File: src/rtl/audio_frame_pkg.sv
// Shared defaults, derived widths and reader state type for the audio frame buffer.
package audio_frame_pkg;

    localparam int DEF_SAMPLE_W  = 16;
    localparam int DEF_CHANNELS  = 2;
    localparam int DEF_FRAME_LEN = 64;
    localparam int DEF_DECIM     = 1;

    // Widths for the default configuration; modules recompute these from their own parameters.
    localparam int ADDR_W = $clog2(DEF_FRAME_LEN);
    localparam int DATA_W = DEF_CHANNELS * DEF_SAMPLE_W;

    typedef enum logic [1:0] {
        RD_IDLE,
        RD_FETCH,
        RD_VALID
    } rd_state_e;

    // Counter width that stays at least one bit for a modulus of 1.
    function automatic int cnt_width(input int n);
        return (n > 1) ? $clog2(n) : 1;
    endfunction

endpackage

File: src/rtl/i2s_deser.sv
// I2S receiver oversampled in the system clock: synchronisers, BCLK rise detect,
// per-slot bit counter, left/right shift registers and a one-cycle pair_valid pulse.
module i2s_deser #(
    parameter int SAMPLE_W = 16,
    parameter int CHANNELS = 2
) (
    input  logic                clk,
    input  logic                reset,
    input  logic                bclk,
    input  logic                lrck,
    input  logic                dat,
    output logic                pair_valid,
    output logic [SAMPLE_W-1:0] left_sample,
    output logic [SAMPLE_W-1:0] right_sample
);

    localparam int CW = $clog2(SAMPLE_W + 1);

    logic [1:0]    bclk_sync;
    logic [1:0]    lrck_sync;
    logic [1:0]    dat_sync;
    logic          bclk_prev;
    logic          bclk_rise;
    logic          lrck_s;
    logic          dat_s;
    logic          lrck_last;
    logic          slot_active;
    logic [CW-1:0] bit_cnt;
    logic          last_bit_of_pair;

    assign bclk_rise = bclk_sync[1] & ~bclk_prev;
    assign lrck_s    = lrck_sync[1];
    assign dat_s     = dat_sync[1];

    // Pair closes on the right slot normally, on the left slot in mono mode.
    assign last_bit_of_pair = (bit_cnt == CW'(SAMPLE_W - 1)) &&
                              ((CHANNELS == 1) ? !lrck_last : lrck_last);

    // Two-flop synchronisers plus the delayed BCLK copy used for edge detection.
    always_ff @(posedge clk) begin
        if (reset) begin
            bclk_sync <= '0;
            lrck_sync <= '0;
            dat_sync  <= '0;
            bclk_prev <= 1'b0;
        end else begin
            bclk_sync <= {bclk_sync[0], bclk};
            lrck_sync <= {lrck_sync[0], lrck};
            dat_sync  <= {dat_sync[0], dat};
            bclk_prev <= bclk_sync[1];
        end
    end

    // Slot tracking and MSB-first shifting on each BCLK rise.
    // slot_active keeps bits from a slot already in progress at reset out of the registers.
    always_ff @(posedge clk) begin
        if (reset) begin
            lrck_last    <= 1'b0;
            slot_active  <= 1'b0;
            bit_cnt      <= '0;
            left_sample  <= '0;
            right_sample <= '0;
            pair_valid   <= 1'b0;
        end else begin
            pair_valid <= 1'b0;
            if (bclk_rise) begin
                if (lrck_s != lrck_last) begin
                    lrck_last   <= lrck_s;
                    bit_cnt     <= '0;
                    slot_active <= 1'b1;
                end else if (slot_active && (bit_cnt < CW'(SAMPLE_W))) begin
                    bit_cnt <= bit_cnt + CW'(1);
                    if (!lrck_last) begin
                        left_sample <= {left_sample[SAMPLE_W-2:0], dat_s};
                    end else begin
                        right_sample <= {right_sample[SAMPLE_W-2:0], dat_s};
                    end
                    if (last_bit_of_pair) begin
                        pair_valid <= 1'b1;
                    end
                end
            end
        end
    end

endmodule

File: src/rtl/audio_frame_buffer.sv
// Codec capture path: I2S deserialiser, pair decimator, ping-pong frame banks and
// an Avalon-ST source with sop/eop and backpressure, all in the CLOCK_50 domain.
module audio_frame_buffer
    import audio_frame_pkg::*;
#(
    parameter int SAMPLE_W  = DEF_SAMPLE_W,
    parameter int CHANNELS  = DEF_CHANNELS,
    parameter int FRAME_LEN = DEF_FRAME_LEN,
    parameter int DECIM     = DEF_DECIM
) (
    input  logic                         CLOCK_50,
    input  logic                         reset,
    input  logic                         AUD_BCLK,
    input  logic                         AUD_ADCLRCK,
    input  logic                         AUD_ADCDAT,
    input  logic                         capture_en,
    input  logic                         clear_overflow,
    input  logic                         source_ready,
    output logic                         source_valid,
    output logic                         source_sop,
    output logic                         source_eop,
    output logic [CHANNELS*SAMPLE_W-1:0] source_data,
    output logic                         overflow
);

    localparam int AW    = $clog2(FRAME_LEN);
    localparam int DW    = CHANNELS * SAMPLE_W;
    localparam int DEC_W = cnt_width(DECIM);
    localparam logic [AW-1:0] LAST_ADDR = AW'(FRAME_LEN - 1);

    logic                pair_valid;
    logic [SAMPLE_W-1:0] left_s;
    logic [SAMPLE_W-1:0] right_s;
    logic [DW-1:0]       pair_word;

    logic [DEC_W-1:0]    dec_cnt;
    logic                offer;

    logic [AW-1:0]       wr_addr;
    logic                wr_bank;
    logic                wr_en;
    logic                drop;
    logic [1:0]          full;
    logic [1:0]          full_set;
    logic [1:0]          full_clr;
    logic [DW-1:0]       mem [2*FRAME_LEN];

    rd_state_e           state_q;
    rd_state_e           state_d;
    logic [AW-1:0]       rd_addr;
    logic                rd_bank;
    logic                rd_last;
    logic                handshake;

    i2s_deser #(
        .SAMPLE_W (SAMPLE_W),
        .CHANNELS (CHANNELS)
    ) u_deser (
        .clk          (CLOCK_50),
        .reset        (reset),
        .bclk         (AUD_BCLK),
        .lrck         (AUD_ADCLRCK),
        .dat          (AUD_ADCDAT),
        .pair_valid   (pair_valid),
        .left_sample  (left_s),
        .right_sample (right_s)
    );

    // Truncating the concatenation keeps only the left field in mono mode.
    assign pair_word = DW'({right_s, left_s});

    assign offer = pair_valid && (dec_cnt == '0);

    // Modulo-DECIM pair counter; only count 0 reaches the writer.
    always_ff @(posedge CLOCK_50) begin
        if (reset) begin
            dec_cnt <= '0;
        end else if (pair_valid) begin
            dec_cnt <= (dec_cnt == DEC_W'(DECIM - 1)) ? '0 : dec_cnt + DEC_W'(1);
        end
    end

    // Writer decision for an offered pair: discard at a frame boundary when idle,
    // drop into overflow when the target bank is still full, otherwise write.
    always_comb begin
        wr_en    = 1'b0;
        drop     = 1'b0;
        full_set = '0;
        if (offer && !((wr_addr == '0) && !capture_en)) begin
            if (full[wr_bank]) begin
                drop = 1'b1;
            end else begin
                wr_en = 1'b1;
                if (wr_addr == LAST_ADDR) begin
                    full_set[wr_bank] = 1'b1;
                end
            end
        end
    end

    // Write pointer and bank select.
    always_ff @(posedge CLOCK_50) begin
        if (reset) begin
            wr_addr <= '0;
            wr_bank <= 1'b0;
        end else if (wr_en) begin
            if (wr_addr == LAST_ADDR) begin
                wr_addr <= '0;
                wr_bank <= ~wr_bank;
            end else begin
                wr_addr <= wr_addr + AW'(1);
            end
        end
    end

    // Frame storage, bank in the top address bit; contents need no reset.
    always_ff @(posedge CLOCK_50) begin
        if (wr_en) begin
            mem[{wr_bank, wr_addr}] <= pair_word;
        end
    end

    // Full flags: writer sets and reader clears never target the same bank together.
    always_ff @(posedge CLOCK_50) begin
        if (reset) begin
            full <= '0;
        end else begin
            full <= (full & ~full_clr) | full_set;
        end
    end

    // Sticky overflow; a drop wins over a simultaneous clear.
    always_ff @(posedge CLOCK_50) begin
        if (reset) begin
            overflow <= 1'b0;
        end else if (drop) begin
            overflow <= 1'b1;
        end else if (clear_overflow) begin
            overflow <= 1'b0;
        end
    end

    assign rd_last = (rd_addr == LAST_ADDR);

    // Reader next-state logic and bank release on the final handshake.
    always_comb begin
        state_d   = state_q;
        full_clr  = '0;
        handshake = 1'b0;
        case (state_q)
            RD_IDLE: begin
                if (full[rd_bank]) begin
                    state_d = RD_FETCH;
                end
            end
            RD_FETCH: begin
                state_d = RD_VALID;
            end
            RD_VALID: begin
                if (source_ready) begin
                    handshake = 1'b1;
                    if (rd_last) begin
                        full_clr[rd_bank] = 1'b1;
                        state_d = full[~rd_bank] ? RD_FETCH : RD_IDLE;
                    end else begin
                        state_d = RD_FETCH;
                    end
                end
            end
            default: begin
                state_d = RD_IDLE;
            end
        endcase
    end

    // Reader state, read pointer and registered output data.
    always_ff @(posedge CLOCK_50) begin
        if (reset) begin
            state_q     <= RD_IDLE;
            rd_addr     <= '0;
            rd_bank     <= 1'b0;
            source_data <= '0;
        end else begin
            state_q <= state_d;
            if (state_q == RD_FETCH) begin
                source_data <= mem[{rd_bank, rd_addr}];
            end
            if (handshake) begin
                if (rd_last) begin
                    rd_addr <= '0;
                    rd_bank <= ~rd_bank;
                end else begin
                    rd_addr <= rd_addr + AW'(1);
                end
            end
        end
    end

    assign source_valid = (state_q == RD_VALID);
    assign source_sop   = source_valid && (rd_addr == '0);
    assign source_eop   = source_valid && rd_last;

endmodule

File: config.mk
export PLATFORM = sky130hd
export DESIGN_NAME = audio_frame_buffer
export DESIGN_NICKNAME = d
export VERILOG_FILES = /design/src/rtl/audio_frame_pkg.sv /design/src/rtl/i2s_deser.sv /design/src/rtl/audio_frame_buffer.sv
export SDC_FILE = /design/constraint.sdc
export NUM_CORES = 2
export LEC_CHECK = 0
export BUFFER_PORTS_ARGS = -buffer_cell sky130_fd_sc_hd__buf_2
export CORE_ASPECT_RATIO = 0.9
export CORE_MARGIN = 1.5
export CORE_UTILIZATION = 52
export CTS_CLUSTER_DIAMETER = 40
export DETAILED_ROUTE_END_ITERATION = 8
export PLACE_DENSITY = 0.67
export SLEW_MARGIN = 25
export SYNTH_ARGS = -nofsm -noshare
export SYNTH_HDL_FRONTEND = slang
export SYNTH_SLANG_ARGS = --single-unit
File: constraint.sdc
create_clock -name CLOCK_50 -period 10.7 [get_ports CLOCK_50]
set_input_delay 3.21 -clock CLOCK_50 [delete_from_list [all_inputs] [get_ports CLOCK_50]]
set_output_delay 3.21 -clock CLOCK_50 [all_outputs]
set_load 0.02 [all_outputs]
==> key figures <==
Yosys
  – Yosys top cell by area: edfxtp_1
  – Per-instance average area after synthesis: 22.0 um2
  – Predominant post-synthesis flop cell: edfxtp_1
  – Synthesized netlist cell count: 7307
  – Number of distinct standard cells referenced by the synthesized netlist: 73
  – Post-synth ARST share: 0
  – Net count after synthesis: 7322
  – Proportion of synthesized chip area in sequential cells: 0.777
  – Biggest area contributors in the synthesized netlist: edfxtp_1 (77%), mux4_2 (13%), mux2i_1 (1.8%)
  – Proportion of netlist area held by the largest area contributor: 0.765
  – Yosys warns: 0
  – Count of flip-flops with a built-in enable after synthesis: 4096
  – Synthesized flop and latch total: 4194
  – Post-synthesis instance area: 161000 um2

Clock tree
  – Clock transition at the registers of the reported paths: 60 ps
  – Clock Latency Late Sink: 1000 ps
  – H-tree levels: 5
  – TritonCTS clock tree: yes
  – Number of buffers added to fix hold violations after cts: 0
  – Post-CTS resize count: 0
  – Buffers inserted by post-CTS timing repair: 0
  – Cell chosen for the clock root: clkbuf_16
  – Number of sinks handled by clock tree synthesis: 4194
  – CTS Buffer Depth: 4
  – TritonCTS Buffers: 462

Floorplan
  – Site row count: 193
  – Placeable Area: 307000 um2
  – Starting Density: 0.523
  – Count of pins on the block boundary: 44
  – Floorplan die area: 312000 um2
  – Die extent in y: 530 um
  – Floorplan die width: 589 um

Layout
  – Leading cell type in the layout, fill and taps excluded: edfxtp_1
  – Number of nets in the layout: 7716
  – Area grow syn2layout: 14.9%
  – Most frequent cells in the layout: edfxtp_1 (4096), mux4_2 (961), clkbuf_16 (468)
  – Final cell utilization of the core: 0.601
  – Fraction of layout instances using a drive strength above 1: 0.283

Global routing
  – Largest net degree at the start of global routing: 129
  – Vias in the first global route: 79.0k
  – GRT Resource Usage Total: 0.285
  – Wire length of the first global-routing pass: 618 mm
  – Total grt overflow: 0
  – Initial antenna violation count: 48

Pwr
  – Peak supply drop: 199 uV
  – Lkg Pwr: 56.9 nW
  – Power density over cell area: 185 nW/um2

Worst setup path
  – Setup crit end kind: output port
  – Critical path launch point type: flop
  – Worst endpoint required time: 7490 ps
  – Arrival time of data at the critical path endpoint: 3610 ps
  – Critical path class: flop to output port
  – Largest fanout of any net on the critical path: 20

Routing
  – Met1 routed wirelength after detailed routing: 167 mm
  – First-iteration detailed-routing DRC count: 12.9k
  – Overall routed net length: 446 mm
  – DRT Pass-1 Iters: 6
  – Met2 Wirelength: 201 mm
  – Via count: 80.8k
  – Metal3 WL: 56.4 mm
  – Antenna Violating Nets Remaining: 0
  – Post-detailed-route via-to-cell ratio: 6.61
  – Detailed-route DRC error count: 0
  – WL per Instance: 36.5 um
  – Uppermost layer routed: met5

Timing
  – RSZ-0062 raised after global routing: false
  – # setup viols final: 0
  – Fin. max-slew vios: 0
  – Setup_tns: 0 ps
  – Worst relative slew slack: 0.0943
  – Final hold violations: 0
  – Part of the cycle the worst path needs: 0.637
  – Clock skew: 59.2 ps
  – Worst Max-Slew Pin Slew: 1360 ps
  – Achievable clock frequency: 147 MHz
  – Minimum period implied by the final worst setup slack: 6820 ps

Placed design
  – Buffers added on ports: 43
  – HPWL after detailed placement: 266 mm
  – Weighted congestion reported at the end of routability-driven placement: 0.933

Flow run
  – Max-Cap Viols: 0

Outcome
  – Status: finished clean

Min path
  – Class of the worst hold path: flop to flop
==> final timing paths <==
kind	from	to	slack, ps	cells past startpoint
hold reg to reg	u_deser.lrck_sync[0]	u_deser.lrck_sync[1]	440	1
setup / recovery	rd_addr[5]	source_eop	3880	5
setup reg to reg	rd_addr[0]	source_data[27]	4800	8
hold / removal	u_deser.lrck_sync[0]	u_deser.lrck_sync[1]	440	1
==> where the power goes <==
group | switching [mW] | internal [mW] | total [mW]
clock network | 6.63 | 9.79 | 16.4
registers | 0.000555 | 17.7 | 17.7
logic | 0.0122 | 0.00304 | 0.0152
==> kinds of logic (layout without fill, tap and decap cells) <==
| family | after synthesis | count (layout) | synth area share |
|---|---|---|---|
| other | 0 | 23 | 0 |
| adders and majority gates | 7 | 7 | 0.000545 |
| and+or+nand+nor | 752 | 752 | 0.0207 |
| muxes | 1280 | 1280 | 0.155 |
| buffers and inverters | 428 | 1218 | 0.0175 |
| xor gates and xnor gates | 12 | 12 | 0.000654 |
| AOI/OAI and AO/OA | 634 | 634 | 0.0282 |
| DFF | 4194 | 4194 | 0.777 |
==> state kept, by name (all words and copies together) (netlist names), 2 cells and up <==
signal and cells:
u_deser.lrck_sync 2, u_deser.left_sample 16, rd_addr 6, u_deser.bit_cnt 5
u_deser.dat_sync 2, u_deser.right_sample 16, mem 4096, full 2
state_q 2, source_data 32, wr_addr 6, u_deser.bclk_sync 2
==> final cells by class <==
class	count	area, um2
antenna	23	57.6
clock inverter	321	3920
multi-input combinational	2685	34300
tap	4095	5120
clock buffer	539	12000
timing repair buffer	345	4210
inverter	13	58.8
fill	20869	123000
sequential	4194	125000
==> critical path, stage by stage (launching register included) <==
cell and delay (ps):
dfxtp_1 300, buf_4 310, and2_1 700, nand4_1 310
nor2_1 700, buf_2 300
==> metrics by stage <==
step	worst slack [ps]	hold slack [ps]	power [mW]	cell area, um2	instances
after floorplan	4410	414	18.1	161000	7307
after global placement	3780	428	18.1	166000	11241
after detailed placement	3810	437	18.1	168000	11298
after CTS	3870	446	34.3	184000	12158
after global routing	4000	448	34.9	185000	12206
final	3880	438	34.2	185000	12215
==> synthesized netlist by cell type, types with 9 or more instances <==
cell type  number
a311oi_1       46
a211oi_1       14
nor3_1         46
nor2_1        225
nand2b_1       12
o22ai_1        64
o22a_1         16
dfxtp_1        98
a221oi_1       25
a21oi_1       138
nor2b_1        28
buf_12         15
nand2_1       298
nand3_1        64
o31ai_1        13
and3_1         11
mux2_2         19
a22oi_1       136
edfxtp_1     4096
or4_1          11
buf_2         122
and2_1         14
nand4_1        10
mux2i_1       296
xnor2_1         9
buf_4          38
buf_8          29
clkbuf_1      144
buf_6          44
o221ai_1       57
buf_1          21
a22o_1         15
mux4_2        961
a2111oi_0      12
inv_1          12
o21ai_0        42
==> layer usage <==
| metal | track usage | vias to the layer above |
|---|---|---|
| met5 | 0 | - |
| met4 | 0.121 | 22 |
| met3 | 0.0727 | 794 |
| met2 | 0.424 | 5213 |
| met1 | 0.405 | 42873 |
| li1 | - | 31852 |
Power figures use the tool's default switching activity.
